===== src/rtl/score_pkg.sv =====
// Shared score-path constants and the converter FSM encoding.
// Score counter and high-score blocks reuse MAX_SCORE from here.
package score_pkg;

  localparam int BIN_W     = 17;
  localparam int DIGITS    = 5;
  localparam int MAX_SCORE = 99999;
  localparam int BCD_W     = 4 * DIGITS;
  localparam int WORK_W    = BCD_W + BIN_W;
  localparam int CNT_W     = $clog2(BIN_W + 1);

  typedef enum logic [1:0] {
    IDLE  = 2'd0,
    SHIFT = 2'd1,
    DONE  = 2'd2
  } state_t;

endpackage


===== src/rtl/bcd_add3.sv =====
// Double-dabble digit correction: a nibble of 5 or more gets +3 so that the
// following left shift carries correctly into the next decimal digit.
module bcd_add3 (
  input  logic [3:0] n,
  output logic [3:0] y
);

  always_comb begin
    y = n;
    if (n >= 4'd5) y = n + 4'd3;
  end

endmodule


===== src/rtl/score_bin2bcd.sv =====
// Iterative binary-to-BCD converter for the score display, one bit per cycle.
// Inputs above MAX_SCORE saturate to 99999 and set overflow.
module score_bin2bcd
  import score_pkg::*;
(
  input  logic               clock,
  input  logic               resetn,
  input  logic               start,
  input  logic [BIN_W-1:0]   bin,
  output logic               busy,
  output logic               done,
  output logic [BCD_W-1:0]   bcd,
  output logic               overflow,
  output logic [1:0]         dbg_state
);

  localparam logic [BIN_W-1:0] MAX_W = BIN_W'(MAX_SCORE);

  state_t             state, state_nxt;
  logic [BIN_W-1:0]   bin_work;
  logic [BCD_W-1:0]   bcd_work;
  logic [BCD_W-1:0]   bcd_corr;
  logic [WORK_W-1:0]  step_word;
  logic [CNT_W-1:0]   cnt;
  logic               clamp_q;
  logic [BCD_W-1:0]   bcd_q;
  logic               ovf_q;
  logic               accept;
  logic               last_step;

  // Handshake: start is a request qualified by !busy; a request seen in IDLE or
  // DONE is taken on that clock edge, anything seen while busy is dropped.
  assign accept    = start && ((state == IDLE) || (state == DONE));
  assign last_step = (state == SHIFT) && (cnt == CNT_W'(1));

  for (genvar g = 0; g < DIGITS; g++) begin : g_add3
    bcd_add3 u_add3 (
      .n (bcd_work[4*g +: 4]),
      .y (bcd_corr[4*g +: 4])
    );
  end

  // Correct every digit first, then shift the whole working word; the binary
  // MSB falls into the ones digit.
  assign step_word = {bcd_corr, bin_work} << 1;

  always_ff @(posedge clock or negedge resetn) begin
    if (!resetn) state <= IDLE;
    else         state <= state_nxt;
  end

  always_comb begin
    state_nxt = state;
    case (state)
      IDLE:    state_nxt = accept ? SHIFT : IDLE;
      SHIFT:   state_nxt = last_step ? DONE : SHIFT;
      DONE:    state_nxt = accept ? SHIFT : IDLE;
      default: state_nxt = IDLE;
    endcase
  end

  always_comb begin
    busy      = (state == SHIFT);
    done      = (state == DONE);
    dbg_state = state;
  end

  always_ff @(posedge clock or negedge resetn) begin
    if (!resetn) begin
      bin_work <= '0;
      bcd_work <= '0;
      cnt      <= '0;
      clamp_q  <= 1'b0;
      bcd_q    <= '0;
      ovf_q    <= 1'b0;
    end else if (accept) begin
      bin_work <= (bin > MAX_W) ? MAX_W : bin;
      clamp_q  <= (bin > MAX_W);
      bcd_work <= '0;
      cnt      <= CNT_W'(BIN_W);
    end else if (state == SHIFT) begin
      bin_work <= step_word[BIN_W-1:0];
      bcd_work <= step_word[WORK_W-1:BIN_W];
      cnt      <= cnt - CNT_W'(1);
      // Outputs move only here, so the display never sees a partial result.
      if (last_step) begin
        bcd_q <= step_word[WORK_W-1:BIN_W];
        ovf_q <= clamp_q;
      end
    end
  end

  assign bcd      = bcd_q;
  assign overflow = ovf_q;

endmodule


===== config.mk =====
export PLATFORM = sky130hd
export DESIGN_NAME = score_bin2bcd
export DESIGN_NICKNAME = d
export VERILOG_FILES = /design/src/rtl/score_pkg.sv /design/src/rtl/bcd_add3.sv /design/src/rtl/score_bin2bcd.sv
export SDC_FILE = /design/constraint.sdc
export NUM_CORES = 1
export LEC_CHECK = 0
export ABC_AREA = 0
export CAP_MARGIN = 20
export CORE_UTILIZATION = 50
export CTS_CLUSTER_DIAMETER = 30
export CTS_CLUSTER_SIZE = 40
export DETAILED_ROUTE_END_ITERATION = 12
export GPL_TIMING_DRIVEN = 0
export PLACE_DENSITY = 0.74
export SYNTH_ARGS = -nofsm -noshare
export SYNTH_HDL_FRONTEND = slang
export SYNTH_HIERARCHICAL = 1
export SYNTH_SLANG_ARGS = --single-unit

===== constraint.sdc =====
create_clock -name clock -period 4.15 [get_ports clock]
set_clock_uncertainty 0.05 [all_clocks]
set_input_delay 0.83 -clock clock [delete_from_list [all_inputs] [get_ports clock]]
set_output_delay 0.83 -clock clock [all_outputs]
set_load 0.02 [all_outputs]

==> impl_metrics.yaml <==
placed_design:
  gp_congestion: 0.891
  dpl.cell_count: 423
  io_buffers: 44
  placed_area_um2: 3890
  hpwl_mm: 4.65
floorplanning:
  design.core.area_um2: 6420
  start_util: 0.523
  die-area_um2: 7050
  die-height_um: 84.0
  rows: 29
  die_w_um: 84.0
  pin_count: 45
routing:
  wire_per_inst_um: 15.5
  routed_wl_mm: 6.80
  drtPass1Iterations: 8
  drtAntennaViolNets: 0
  drc_errors: 6
  drtIter0Drc: 155
  vias_per_cell: 5.72
  vias: 2513
finish:
  design_area_um2: 4060
  fin_util: 0.633
  final_nets: 389
  antenna_cells: 0
  final_cell_count_no_fill: 439
  fillCellCount: 519
  syn2layout_area_growth_pct: 21.0
  drive_above_1_share: 0.174
pwr:
  internal_power_mw: 2.06
  switching_share: 0.390
  ir_drop_uv: 450
  p_per_area_nw_per_um2: 832
  switching_power_mw: 1.32
  p_clk_frac: 0.141
  sequentialPowerShare: 0.354
  p_total_mw: 3.38
  p_comb_frac: 0.505
  leakagePower_nw: 1.89
run_status:
  outcome: "finished with violations"
  violations: "design-rule violations"
timing:
  min_period_over_period: 0.738
  fin_setup_tns_ps: 0
  tightest_slew_ps: 825
  hold_viol: 0
  final_max_slew_viol_count: 0
  setup_viol: 0
  min_period_ps: 3060
  max_clock_freq_mhz: 327
  slew_headroom: 0.450
  rsz0062_at_grt: "false"
global_routing:
  grt_pass1_wl_mm: 11.6
  gr-total-overflow: 0
  grt_max_degree: 67
  grt_use_total: 0.212
  grt_pass1_vias: 2436
  antenna_found_initial: 0
clock_tree:
  clk_pin_slew_worst_paths_ps: 70
  numClockSinks: 66
  cts_resized: 0
  htree_levels: 3
  clk_latency_ps: 340
  cts_setup_buffers: 0
  clk_path_buf_depth: 2
  cts-root-buf: "clkbuf_8"
  cts_buffers: 9
  holdBufCountCts: 0
  cts_tree: "built"
critical_path:
  reg2reg_from: "cnt[1]"
  cp_num_buf_inv: 5
  critPathCaptureType: "output pin"
  ff2ff_path_depth: 6
  r2r_slack_ps: 2490
  cp.arrival_ps: 2180
  setup.worst_path.start_class: "flip-flop"
  worstSetupPathType: "flip-flop to output pin"
  cpMostUsedCell: "buf_6"
  path_max_fanout: 10
  crit_slowest_cell: "clkdlybuf4s50_1"
  r2r_end: "bcd[0]"
  path_depth: 6
  slowest_delay_ps: 620
  cp_top_family: "buffers and inverters"
  crit_chain: "nand2b_1, buf_6, inv_2, buf_6, buf_4, clkdlybuf4s50_1"
  crit_required_ps: 3270
hold_path:
  hold_depth: 1
  hold_start: "bcd[1]"
  min_to: "bcd[1]"
  hold_path.class: "flip-flop to flip-flop"
synthesis:
  avgSynthCellArea_um2: 11.1
  synthCells: 302
  syn-cell-area_um2: 3360
  syn-num-nets: 334
  yosys_warnings: 6
flow_run:
  cap_violations: 0
-- routing by layer --
| layer | GRT usage | vias up | wire (um) | share of wire |
|---|---|---|---|---|
| met5 | 0 | - | 0 | 0 |
| met4 | 0.114 | 0 | 95 | 0.014 |
| met3 | 0.0336 | 9 | 320 | 0.047 |
| met2 | 0.315 | 75 | 3110 | 0.46 |
| met1 | 0.297 | 1236 | 3270 | 0.48 |
| li1 | - | 1193 | - | - |
-- layout by cell type (no fill, tap or decap), types with 5 or more instances in the layout --
| cell | n |
|---|---|
| a211oi_1 | 6 |
| a21oi_2 | 5 |
| a22o_1 | 20 |
| a31oi_1 | 5 |
| and3b_1 | 6 |
| buf_2 | 7 |
| buf_4 | 5 |
| clkbuf_8 | 10 |
| clkdlybuf4s50_1 | 43 |
| clkinv_2 | 5 |
| dfrtp_1 | 66 |
| ha_1 | 12 |
| inv_1 | 13 |
| mux2_4 | 19 |
| mux2i_1 | 6 |
| nand2_1 | 30 |
| nand2b_1 | 11 |
| nand3_1 | 12 |
| nor2_1 | 13 |
| nor3_1 | 5 |
| o21ai_0 | 14 |
| o22ai_1 | 9 |
| xnor2_1 | 5 |
-- through the flow --
stage | hold slack [ps] | worst slack [ps]
floorplan | 400 | 2120
detailed placement | 443 | 1450
global route | 475 | 985
CTS | 464 | 1060
finish | 462 | 1090
global placement | 438 | -35.6
-- registers in the layout (all words and copies together) (netlist names) --
name and count:
bcd 20, bcd_work 20, bin_work 17, clamp_q 1, cnt 5, dbg_state 2
overflow 1
-- worst reg2reg max path, cell delays in order (launching register included) --
cell and delay, ps:
dfrtp_1 380, inv_1 100, ha_1 150, nor4b_4 220, nand2_2 150, buf_6 190, mux2_4 310
-- worst max-delay path by stage --
| stage | endpoint | from |
|---|---|---|
| 3_5_place_dp | busy | dbg_state[1] |
| 3_3_place_gp | dbg_state[1] | resetn |
| 5_1_grt | busy | dbg_state[1] |
| 6_report | busy | dbg_state[1] |
| 2_1_floorplan | busy | dbg_state[1] |
| 4_1_cts | busy | dbg_state[1] |
-- area by class of cell --
type                       count  area, um^2  share of cell area
multi-input combinational    204        1530               0.377
tap                           77        96.3              0.0237
inverter                      14        52.6              0.0129
clock inverter                 6        32.5             0.00801
sequential                    66        1650               0.407
clock buffer                  10         138              0.0339
timing repair buffer          44         438               0.108
buffer                        18         121              0.0299
-- power by group through the flow --
stage	registers [mW]	clock network (mW)	logic (mW)
after floorplan	1.28	0	1.11
after global placement	1.19	0	1.66
after detailed placement	1.20	0	1.71
after CTS	1.19	0.484	1.71
after global routing	1.24	0.516	1.87
final	1.20	0.476	1.71
No activity file was read; power rests on OpenSTA's default activity.
